`src/rtl/bcd_encoder_pkg.sv`:
```
`default_nettype none
//==============================================================================
// Module  : bcd_pkg
// Brief   : Shared digit width, decimal limit, digit type and legality check.
// Rev     : 1.0  initial release
//==============================================================================
package bcd_pkg;

   localparam int         BCD_W   = 4;
   localparam logic [3:0] DEC_MAX = 4'd9;

   typedef logic [BCD_W-1:0] bcd_digit_t;

   function automatic logic is_decimal(input bcd_digit_t digit);
      return (digit <= DEC_MAX);
   endfunction

endpackage
`default_nettype wire

```
`src/rtl/bcd_encoder_if.sv`:
```
`default_nettype none
//==============================================================================
// Module  : bcd_encoder_if
// Brief   : Digit-in / BCD-out bundle; master drives samples, slave encodes.
// Rev     : 1.0  initial release
//==============================================================================
interface bcd_encoder_if;

   bcd_pkg::bcd_digit_t decimal_input;
   logic                in_valid;
   logic                err_clr;
   bcd_pkg::bcd_digit_t bcd_output;
   logic                out_valid;
   logic                digit_err;
   logic                sticky_err;

   modport master (
      output decimal_input, in_valid, err_clr,
      input  bcd_output, out_valid, digit_err, sticky_err
   );

   modport slave (
      input  decimal_input, in_valid, err_clr,
      output bcd_output, out_valid, digit_err, sticky_err
   );

endinterface
`default_nettype wire

```
`src/rtl/bcd_encoder_digit_map.sv`:
```
`default_nettype none
//==============================================================================
// Module  : bcd_digit_map
// Brief   : Combinational 4-bit code to BCD digit map with illegal-code flag.
// Rev     : 1.0  initial release
//==============================================================================
module bcd_digit_map
   import bcd_pkg::*;
#(
   parameter bcd_digit_t ERR_CODE = 4'b0000
) (
   input  bcd_digit_t i_code,
   output bcd_digit_t o_digit,
   output logic       o_illegal
);

   logic w_legal;

   assign w_legal   = is_decimal(i_code);
   assign o_digit   = w_legal ? i_code : ERR_CODE;
   assign o_illegal = ~w_legal;

endmodule
`default_nettype wire

```
`src/rtl/bcd_encoder.sv`:
```
`default_nettype none
//==============================================================================
// Module  : bcd_encoder
// Brief   : Registered decimal-to-BCD encoder with per-sample and sticky error.
// Rev     : 1.0  initial release
//==============================================================================
module bcd_encoder
   import bcd_pkg::*;
#(
   parameter bcd_digit_t ERR_CODE = 4'b0000
) (
   input  logic          clk,
   input  logic          rst_n,
   bcd_encoder_if.slave  bus
);

   bcd_digit_t w_digit;
   logic       w_illegal;
   bcd_digit_t r_bcd;
   logic       r_valid;
   logic       r_err;
   logic       r_sticky;

   bcd_digit_map #(
      .ERR_CODE (ERR_CODE)
   ) u_map (
      .i_code    (bus.decimal_input),
      .o_digit   (w_digit),
      .o_illegal (w_illegal)
   );

   always_ff @(posedge clk or negedge rst_n) begin
      if (!rst_n) begin
         r_bcd    <= '0;
         r_valid  <= 1'b0;
         r_err    <= 1'b0;
         r_sticky <= 1'b0;
      end else begin
         r_valid <= bus.in_valid;
         if (bus.in_valid) begin
            r_bcd <= w_digit;
            r_err <= w_illegal;
         end
         // A new illegal sample outranks a simultaneous clear.
         if (bus.in_valid && w_illegal) begin
            r_sticky <= 1'b1;
         end else if (bus.err_clr) begin
            r_sticky <= 1'b0;
         end
      end
   end

   assign bus.bcd_output = r_bcd;
   assign bus.out_valid  = r_valid;
   assign bus.digit_err  = r_err;
   assign bus.sticky_err = r_sticky;

endmodule
`default_nettype wire

```
`src/flat_wrapper.sv`:
```
// flat-port wrapper written by rule: the top's interface ports become plain ports
module bcd_encoder_flat import bcd_pkg::*;
#(
   parameter bcd_digit_t ERR_CODE = 4'b0000
)
  (clk, rst_n, bus_decimal_input, bus_in_valid, bus_err_clr, bus_bcd_output, bus_out_valid, bus_digit_err, bus_sticky_err);
  bcd_encoder_if bus_i ();
  input  logic clk;
  input  logic rst_n;
  input wire logic [$bits(bus_i.decimal_input)-1:0] bus_decimal_input;
  input wire logic [$bits(bus_i.in_valid)-1:0] bus_in_valid;
  input wire logic [$bits(bus_i.err_clr)-1:0] bus_err_clr;
  output wire logic [$bits(bus_i.bcd_output)-1:0] bus_bcd_output;
  output wire logic [$bits(bus_i.out_valid)-1:0] bus_out_valid;
  output wire logic [$bits(bus_i.digit_err)-1:0] bus_digit_err;
  output wire logic [$bits(bus_i.sticky_err)-1:0] bus_sticky_err;
  assign bus_i.decimal_input = bus_decimal_input;
  assign bus_i.in_valid = bus_in_valid;
  assign bus_i.err_clr = bus_err_clr;
  assign bus_bcd_output = bus_i.bcd_output;
  assign bus_out_valid = bus_i.out_valid;
  assign bus_digit_err = bus_i.digit_err;
  assign bus_sticky_err = bus_i.sticky_err;
  bcd_encoder #(.ERR_CODE(ERR_CODE)) u_core (.clk(clk), .rst_n(rst_n), .bus(bus_i));
endmodule
```
`config.mk`:
```
export PLATFORM = sky130hd
export DESIGN_NAME = bcd_encoder_flat
export DESIGN_NICKNAME = d
export VERILOG_FILES = /design/src/rtl/bcd_encoder_pkg.sv /design/src/rtl/bcd_encoder_if.sv /design/src/rtl/bcd_encoder_digit_map.sv /design/src/rtl/bcd_encoder.sv /design/src/flat_wrapper.sv
export SDC_FILE = /design/constraint.sdc
export NUM_CORES = 1
export LEC_CHECK = 0
export BUFFER_PORTS_ARGS = -buffer_cell sky130_fd_sc_hd__clkbuf_2
export CAP_MARGIN = 25
export CORE_AREA = 2 2 39 41
export CTS_CLUSTER_DIAMETER = 30
export DETAILED_ROUTE_END_ITERATION = 8
export DIE_AREA = 0 0 41 43
export RECOVER_POWER = 100
export SYNTH_ARGS = -nofsm -noshare
export SYNTH_HDL_FRONTEND = slang
export SYNTH_SLANG_ARGS = --single-unit
```
`constraint.sdc`:
```
create_clock -name clk -period 1.5 [get_ports clk]
set_clock_uncertainty 0.05 [all_clocks]
set_input_delay 0.3 -clock clk [delete_from_list [all_inputs] [get_ports clk]]
set_output_delay 0.3 -clock clk [all_outputs]
set_load 0.03 [all_outputs]
```
==> results of run 1 <==
-- routing by layer --
layer  global-route usage  part of all wire  vias to the layer above
li1                     -                 -                      113
met1               0.0960              0.38                      106
met2                0.144              0.50                       12
met3               0.0838              0.12                        0
met4               0.0400                 0                        0
met5                    0                 0                        -
-- metrics by stage --
step                area, µm²  worst slack [ns]  hold slack, ns  cells
finish                    388             0.237           0.185     58
global route              388             0.196           0.200     58
CTS                       412             0.321           0.180     58
detailed placement        375             0.481          0.0999     53
global placement          375             0.534          0.0975     53
floorplan                 297             0.655         -0.0456     24
-- cell usage after synthesis --
library cell,n,area [µm²]
o21ai_0,4,20.0
o211ai_2,1,12.5
nor2b_1,1,6.26
inv_1,5,18.8
nand2_4,1,11.3
buf_6,1,11.3
dfrtp_1,7,175
mux2i_1,1,10.0
o32ai_2,1,16.3
nand3b_1,2,15.0
-- registers in the layout, indices dropped and copies added (netlist names) --
signal,count
u_core.bus.sticky_err,1
u_core.bus.bcd_output,4
u_core.bus.out_valid,1
u_core.bus.digit_err,1
-- final timing paths --
kind	from	end	slack (ns)
setup / recovery	u_core.bus.bcd_output[0]$_DFFE_PN0P_	bus_bcd_output[0]	0.24
hold / removal	bus_err_clr	u_core.bus.sticky_err$_DFFE_PN0P_	0.19
setup reg to reg	u_core.bus.bcd_output[0]$_DFFE_PN0P_	u_core.bus.bcd_output[0]$_DFFE_PN0P_	0.78
hold reg to reg	u_core.bus.bcd_output[1]$_DFFE_PN0P_	u_core.bus.bcd_output[1]$_DFFE_PN0P_	0.47
max in group asynchronous	rst_n	u_core.bus.digit_err$_DFFE_PN0P_	0.70
min in group asynchronous	rst_n	u_core.bus.bcd_output[0]$_DFFE_PN0P_	0.42
-- power groups by stage --
stage	combinational, mW	sequential, mW	clock (mW)
CTS	0.0912	0.211	0.180
global route	0.0894	0.213	0.188
finish	0.0813	0.211	0.171
floorplan	0.0233	0.245	0
global placement	0.0876	0.214	0
detailed placement	0.0890	0.214	0
-- cell type report --
| cell class | count | area (µm²) |
|---|---|---|
| Inverter | 5 | 18.8 |
| Clock buffer | 4 | 26.3 |
| Multi-Input combinational cell | 11 | 78.8 |
| Timing Repair Buffer | 15 | 68.8 |
| Sequential cell | 7 | 175 |
| Fill cell | 164 | 996 |
| Tap cell | 16 | 20.0 |
-- repair_timing --
action                                 in CTS  in global routing
gates resized for setup                     0                  0
hold buffers                                1                  0
endpoints found under the hold margin       7                  0
-- cells by family (layout without fill, tap and decap cells) --
group	after synthesis	count (layout)	share of synthesized area
AOI/OAI and AO/OA	6	6	0.165
muxes	1	1	0.0338
DFF	7	7	0.591
buffers and inverters	6	24	0.101
and+or+nand+nor	4	4	0.110
-- worst register-to-register path: stages (launching register included) --
cell,delay (ns)
dfrtp_1,0.38
mux2i_1,0.12
nor2b_1,0.06
==> summary.txt, run 1 <==
Outcome
  • Status: complete, no violations

Die
  • Row cnt: 14
  • Total die area: 1760 µm²
  • Die Wd: 41 µm
  • Initial Utilization: 0.214
  • Num ports: 15
  • Die height: 43 µm
  • Core area: 1380 µm²

Finish
  • Layout cell share with drive strength beyond 1: 0.214
  • Area Overhead vs Synth: 30.8%
  • ANT cells: 0
  • Final nets: 51
  • Most common cell after layout, fill and taps aside: clkbuf_1
  • Most frequent cells in the layout: clkbuf_1, dfrtp_1, inv_1, clkbuf_2, o21ai_0
  • Final core utilization: 0.280

GRT
  • Number of global-route vias before repair: 255
  • First-pass GRT wire length: 1070 µm
  • Grt total ovfl: 0
  • GRT Overall Usage: 0.0983
  • Initial antenna violation count: 0
  • Pin count of the biggest net entering global routing: 11

Placement
  • Routability Congestion: 0.670
  • Port buffer count: 14
  • Post-DP HPWL: 498 µm

Clock tree
  • Clk sinks: 7
  • Clk root buf: clkbuf_4
  • TritonCTS clock tree: yes
  • H-Tree Depth: 1
  • Clock Latency Late Sink: 0.25 ns
  • Clock buffer depth: 2
  • Clock transition at path regs: 0.05 ns
  • CTS Buf Count: 3
  • Post-CTS Setup Bufs: 0

STA
  • Final Hold Vio Count: 0
  • Minimum clock period after layout: 1.26 ns
  • Fmax: 792 MHz
  • Slew headroom: 0.676
  • RSZ-0062 raised after global routing: no
  • Final period util: 0.842
  • Least-Margin Pin Slew: 0.486 ns
  • TNS Setup: 0 ns
  • Slew Limit Fails: 0
  • Final setup violation count: 0

Pwr
  • Clock power frac: 0.369
  • Pleak: 0.179 nW
  • Overall power: 463 µW
  • Internal power: 329 µW
  • Gate power share: 0.176
  • Sw Pwr: 135 µW
  • Sequential Power Share: 0.456
  • PD cells: 1190 nW/µm²
  • Switch share: 0.291
  • VDD IR max: 0.000524 V

Worst setup path
  • Crit. path cell count: 1
  • Startpoint class of the critical path: flip-flop
  • Setup Crit Path Kind: reg -> out
  • R2R cell count: 2
  • WP data required: 1.15 ns
  • CP Capture Type: output port
  • Critical path arrival: 0.91 ns
  • Crit-path cells: clkbuf_1
  • CP max FO: 2
  • Largest delay contributor family on the critical path: flip-flops
  • Worst path bufs/invs: 1
  • CP max-delay cell: dfrtp_1
  • CP max stage delay: 0.34 ns

Routing
  • Vias per cell: 3.98
  • Avg WL per Cell: 11.3 µm
  • Drt pass-1 iters: 1
  • Routed WL: 656 µm
  • Via Count: 231
  • Routed Antenna Nets: 0
  • DRC Markers: 0
  • First DRT Iteration DRCs: 0

Synth
  • Post-Syn Area: 297 µm²
  • Syn Inst Count: 24
  • Register area share after synthesis: 0.591
  • Number of synthesized register bits: 7
  • Syn nets: 32
  • Syn_area_per_cell: 12.4 µm²
  • Yosys cell types: 10
  • Synth warn: 0

Run
  • Max-cap violation count: 0

Hold path
  • Worst Hold Class: in -> reg
  • Hold Path Stages: 2
Power figures use the tool's default switching activity.
==> run 2, diff against run 1 <==
- clock period: 1.5 -> 1.2 ns (I/O delays scaled with it)
==> summary.txt, run 2 (synthesized netlist as in run 1, its figures left out) <==
Outcome
  • Status: complete, no violations

Die
  • Initial Utilization: 0.214 (unchanged)
  • Num ports: 15 (unchanged)
  • Row cnt: 14 (unchanged)
  • Die height: 43 µm (unchanged)
  • Core area: 1380 µm² (unchanged)
  • Total die area: 1760 µm² (unchanged)
  • Die Wd: 41 µm (unchanged)

Finish
  • Max reg flops: 4 (unchanged)
  • Area Overhead vs Synth: 33.8%
  • Most frequent cells in the layout: clkbuf_2, dfrtp_1, inv_1, o21ai_0
  • ANT cells: 0 (unchanged)
  • Final core utilization: 0.287 (+0.00633)
  • Final nets: 51 (unchanged)
  • Layout cell share with drive strength beyond 1: 0.381 (+0.167)
  • Most common cell after layout, fill and taps aside: clkbuf_2

Clock tree
  • Clk root buf: clkbuf_4
  • Clock Latency Late Sink: 0.25 ns (about the same)
  • Clock transition at path regs: 0.05 ns (about the same)
  • Clock buffer depth: 2 (unchanged)
  • CTS Buf Count: 3 (unchanged)
  • Post-CTS Setup Bufs: 0 (unchanged)
  • Clk sinks: 7 (unchanged)
  • H-Tree Depth: 1 (unchanged)
  • TritonCTS clock tree: yes

STA
  • Least-Margin Pin Slew: 0.472 ns (-0.0139 ns)
  • Final setup violation count: 0 (unchanged)
  • Final Hold Vio Count: 0 (unchanged)
  • Final period util: 0.917
  • RSZ-0062 raised after global routing: no
  • Slew Limit Fails: 0 (unchanged)
  • Hold WS: 0.125 ns (-0.0600 ns)
  • Slew headroom: 0.685 (+0.00926)
  • TNS Setup: 0 ns (unchanged)
  • Minimum clock period after layout: 1.10 ns
  • Fmax: 909 MHz

Worst setup path
  • Critical path arrival: 0.81 ns (-0.10 ns)
  • WP data required: 0.91 ns (-0.24 ns)
  • Crit-path cells: clkbuf_2
  • Setup Crit Path Kind: reg -> out
  • CP max stage delay: 0.37 ns (+0.03 ns)
  • CP max-delay cell: dfrtp_1
  • Largest delay contributor family on the critical path: flip-flops
  • Worst path bufs/invs: 1 (unchanged)
  • Startpoint class of the critical path: flip-flop
  • CP Capture Type: output port
  • CP max FO: 2 (unchanged)

Pwr
  • PD cells: 1460 nW/µm² (+23%)
  • Pleak: 0.201 nW (+12%)
  • Overall power: 581 µW (+25%)
  • VDD IR max: 0.000485 V (-7.5%)

Routing
  • First DRT Iteration DRCs: 2 (+2)
  • Routed WL: 625 µm (-4.7%)
  • Vias per cell: 4.02 (+0.87%)
  • Drt pass-1 iters: 2 (+1)
  • Avg WL per Cell: 10.8 µm (-4.7%)
  • Via Count: 233 (+0.87%)
  • Routed Antenna Nets: 0 (unchanged)
  • DRC Markers: 0 (unchanged)

GRT
  • Pin count of the biggest net entering global routing: 11 (unchanged)
  • Initial antenna violation count: 0 (unchanged)
  • GRT Overall Usage: 0.0921 (-0.00617)
  • First-pass GRT wire length: 1030 µm (-3.8%)
  • Grt total ovfl: 0 (unchanged)
  • Number of global-route vias before repair: 246 (-3.5%)

Hold path
  • Worst Hold Class: in -> reg

Placement
  • Routability Congestion: 0.669 (about the same)
  • Post-DP HPWL: 482 µm (-3.3%)
  • Port buffer count: 14 (unchanged)

Run
  • Max-cap violation count: 0 (unchanged)
run 2: routing by layer:
metal	track usage	vias to the layer above	wire, µm
met5	0	-	0
met4	0.0400	0	0
met3	0.0681	0	75
met2	0.134	12	320
met1	0.0957	106	228
li1	-	115	-
run 2: timing repair:
action	CTS	global route
hold buffers	1	0
resized for setup	0	0
hold endpoints to repair	7	0
run 2: cell type report:
type	count	area [µm²]
Tap cell	16	20.0
Sequential cell	7	175
Inverter	5	18.8
Fill cell	159	987
Clock buffer	4	26.3
Multi-Input combinational cell	11	78.8
Timing Repair Buffer	15	77.6
run 2: worst paths after layout:
kind	slack, ns	startpoint	cells after the start	to
max	0.10	u_core.bus.bcd_output[0]$_DFFE_PN0P_	1	bus_bcd_output[0]
min	0.13	bus_err_clr	2	u_core.bus.sticky_err$_DFFE_PN0P_
max reg2reg	0.48	u_core.bus.bcd_output[0]$_DFFE_PN0P_	2	u_core.bus.bcd_output[0]$_DFFE_PN0P_
min reg2reg	0.47	u_core.bus.bcd_output[1]$_DFFE_PN0P_	2	u_core.bus.bcd_output[1]$_DFFE_PN0P_
max in group asynchronous	0.45	rst_n	2	u_core.bus.sticky_err$_DFFE_PN0P_
min in group asynchronous	0.37	rst_n	2	u_core.bus.bcd_output[1]$_DFFE_PN0P_
run 2: report_power, final:
group	switching (mW)	total, mW	internal, mW
Combinational	0.0726	0.106	0.0335
Clock	0.0841	0.211	0.127
Sequential	0.00862	0.264	0.255
run 2: per-stage QoR:
step / setup slack (ns) / instances / cell area, µm²
2_1_floorplan: 0.355 / 24 / 297
3_3_place_gp: 0.294 / 53 / 375
3_5_place_dp: 0.250 / 53 / 375
4_1_cts: 0.0780 / 58 / 412
5_1_grt: 0.0619 / 58 / 397
6_report: 0.100 / 58 / 397
==> run 3, diff against run 2 <==
- CTS_BUF_LIST: not set -> sky130_fd_sc_hd__clkbuf_16
==> summary.txt, run 3 (synthesized netlist as in run 1, its figures left out) <==
Hold path
  • Hold Path Stages: 2 (unchanged)
  • Hold path start: bus_err_clr
  • Worst Hold Class: in -> reg
  • Worst Hold End: u_core.bus.sticky_err$_DFFE_PN0P_

Worst setup path
  • R2R cell count: 2 (unchanged)
  • CP Capture Type: output port
  • Setup Crit Path Kind: reg -> out
  • Internal reg-to-reg setup slack: 0.48 ns (about the same)
  • CP max-delay cell: dfrtp_1
  • R2R Path Start: u_core.bus.bcd_output[0]$_DFFE_PN0P_
  • CP max FO: 2 (unchanged)
  • Startpoint class of the critical path: flip-flop
  • WP data required: 0.91 ns (about the same)
  • Crit-path cells: clkbuf_2
  • Critical path arrival: 0.79 ns (-0.02 ns)
  • CP max stage delay: 0.37 ns (about the same)
  • RR Endpoint: u_core.bus.bcd_output[0]$_DFFE_PN0P_
  • Worst path bufs/invs: 1 (unchanged)
  • Largest delay contributor family on the critical path: flip-flops

Routing
  • Routed Antenna Nets: 0 (unchanged)
  • Routed WL: 657 µm (+5.1%)
  • Vias per cell: 3.95 (-1.7%)
  • First DRT Iteration DRCs: 3 (+1)
  • Avg WL per Cell: 11.3 µm (+5.1%)
  • DRC Markers: 0 (unchanged)
  • Via Count: 229 (-1.7%)
  • Drt pass-1 iters: 4 (+2)

Clock tree
  • Gates resized, CTS repair: 0 (unchanged)
  • Clk sinks: 7 (unchanged)
  • H-Tree Depth: 1 (unchanged)
  • Post-CTS Setup Bufs: 0 (unchanged)
  • Clock buffer depth: 2 (unchanged)
  • Clk root buf: clkbuf_16
  • TritonCTS clock tree: yes
  • CTS Buf Count: 3 (unchanged)
  • Clock Latency Late Sink: 0.23 ns (-0.02 ns)
  • Clock transition at path regs: 0.04 ns (about the same)

Die
  • Core area: 1380 µm² (unchanged)
  • Die height: 43 µm (unchanged)
  • Num ports: 15 (unchanged)
  • Die Wd: 41 µm (unchanged)
  • Initial Utilization: 0.214 (unchanged)
  • Total die area: 1760 µm² (unchanged)
  • Row cnt: 14 (unchanged)

GRT
  • Number of global-route vias before repair: 257 (+4.5%)
  • Initial antenna violation count: 0 (unchanged)
  • Grt total ovfl: 0 (unchanged)
  • GRT Overall Usage: 0.100 (+0.00810)
  • First-pass GRT wire length: 1090 µm (+6.0%)
  • Pin count of the biggest net entering global routing: 11 (unchanged)

Placement
  • Placed instance area: 375 µm² (unchanged)
  • Post-DP HPWL: 482 µm (unchanged)
  • Port buffer count: 14 (unchanged)
  • Pre-CTS setup slack: 0.250 ns (unchanged)
  • Placed Cells: 53 (unchanged)
  • Routability Congestion: 0.669 (unchanged)

STA
  • Hold WS: 0.145 ns (+0.0199 ns)
  • Minimum clock period after layout: 1.08 ns (-0.0216 ns)
  • Final Hold Vio Count: 0 (unchanged)
  • Fmax: 927 MHz (+2.0%)
  • Least-Margin Pin Slew: 0.476 ns (+0.00418 ns)
  • Final period util: 0.899 (-0.0180)
  • Final setup violation count: 0 (unchanged)
  • Slew Limit Fails: 0 (unchanged)
  • Slew headroom: 0.682 (-0.00279)
  • TNS Setup: 0 ns (unchanged)
  • Worst setup margin: 0.122 ns (+0.0216 ns)
  • RSZ-0062 raised after global routing: no

Pwr
  • VDD IR max: 0.000900 V (+86%)
  • PD cells: 2070 nW/µm² (+41%)
  • Pleak: 0.228 nW (+14%)

Finish
  • Most frequent cells in the layout: clkbuf_2, dfrtp_1, inv_1, o21ai_0, clkbuf_16
  • ANT cells: 0 (unchanged)
  • Non-filler instance count after layout: 58 (unchanged)
  • Final Instance Area: 449 µm² (+13%)
  • Max reg flops: 4 (unchanged)
  • Layout cell share with drive strength beyond 1: 0.381 (unchanged)
  • Area Overhead vs Synth: 51.5%
  • Final nets: 51 (unchanged)
  • Most common cell after layout, fill and taps aside: clkbuf_2

Outcome
  • Status: complete, no violations

Run
  • Max-cap violation count: 0 (unchanged)
## run 3: cell count changes in the layout (fill, tap and decap cells not counted), sizes merged
| cell | before | now |
|---|---|---|
| clkbuf | 18 | 17 |
| inv | 5 | 6 |
## run 3: power breakdown
group / switching [mW] / internal, mW / leakage, nW / total [mW]
Clock: 0.125 / 0.433 / 0.0423 / 0.558
Sequential: 0.00884 / 0.256 / 0.0887 / 0.265
Combinational: 0.0725 / 0.0335 / 0.0974 / 0.106
## run 3: per-stage QoR
stage,power [mW],utilization
final,0.930,0.325
after floorplan,0.336,-
after detailed placement,0.379,0.271
after CTS,0.947,0.335
after global placement,0.377,0.271
after global routing,0.967,0.325
## run 3: worst max path at each step
stage | depth (start not counted) | from | to
2_1_floorplan | 2 | u_core.bus.bcd_output[0]$_DFFE_PN0P_ | u_core.bus.bcd_output[0]$_DFFE_PN0P_
3_3_place_gp | 3 | bus_in_valid | u_core.bus.bcd_output[0]$_DFFE_PN0P_
3_5_place_dp | 3 | bus_in_valid | u_core.bus.bcd_output[0]$_DFFE_PN0P_
4_1_cts | 1 | u_core.bus.bcd_output[0]$_DFFE_PN0P_ | bus_bcd_output[0]
5_1_grt | 1 | u_core.bus.bcd_output[0]$_DFFE_PN0P_ | bus_bcd_output[0]
6_report | 1 | u_core.bus.bcd_output[0]$_DFFE_PN0P_ | bus_bcd_output[0]
## run 3: routing by layer
| metal | wire length, µm | GRT usage | vias to the layer above |
|---|---|---|---|
| li1 | - | - | 113 |
| met1 | 235 | 0.102 | 104 |
| met2 | 330 | 0.144 | 10 |
| met3 | 77 | 0.0681 | 2 |
| met4 | 14 | 0.0600 | 0 |
| met5 | 0 | 0 | - |
## run 3: final cells by class
| class | instances | area (µm²) |
|---|---|---|
| Sequential cell | 7 | 175 |
| Clock inverter | 1 | 3.75 |
| Timing Repair Buffer | 15 | 77.6 |
| Tap cell | 16 | 20.0 |
| Multi-Input combinational cell | 11 | 78.8 |
| Inverter | 5 | 18.8 |
| Clock buffer | 3 | 75.1 |
| Fill cell | 153 | 935 |
## run 3: timing repair
action,in CTS,in global routing
endpoints found under the hold margin,7,0
setup endpoints to repair,0,0
hold buffers,1,0
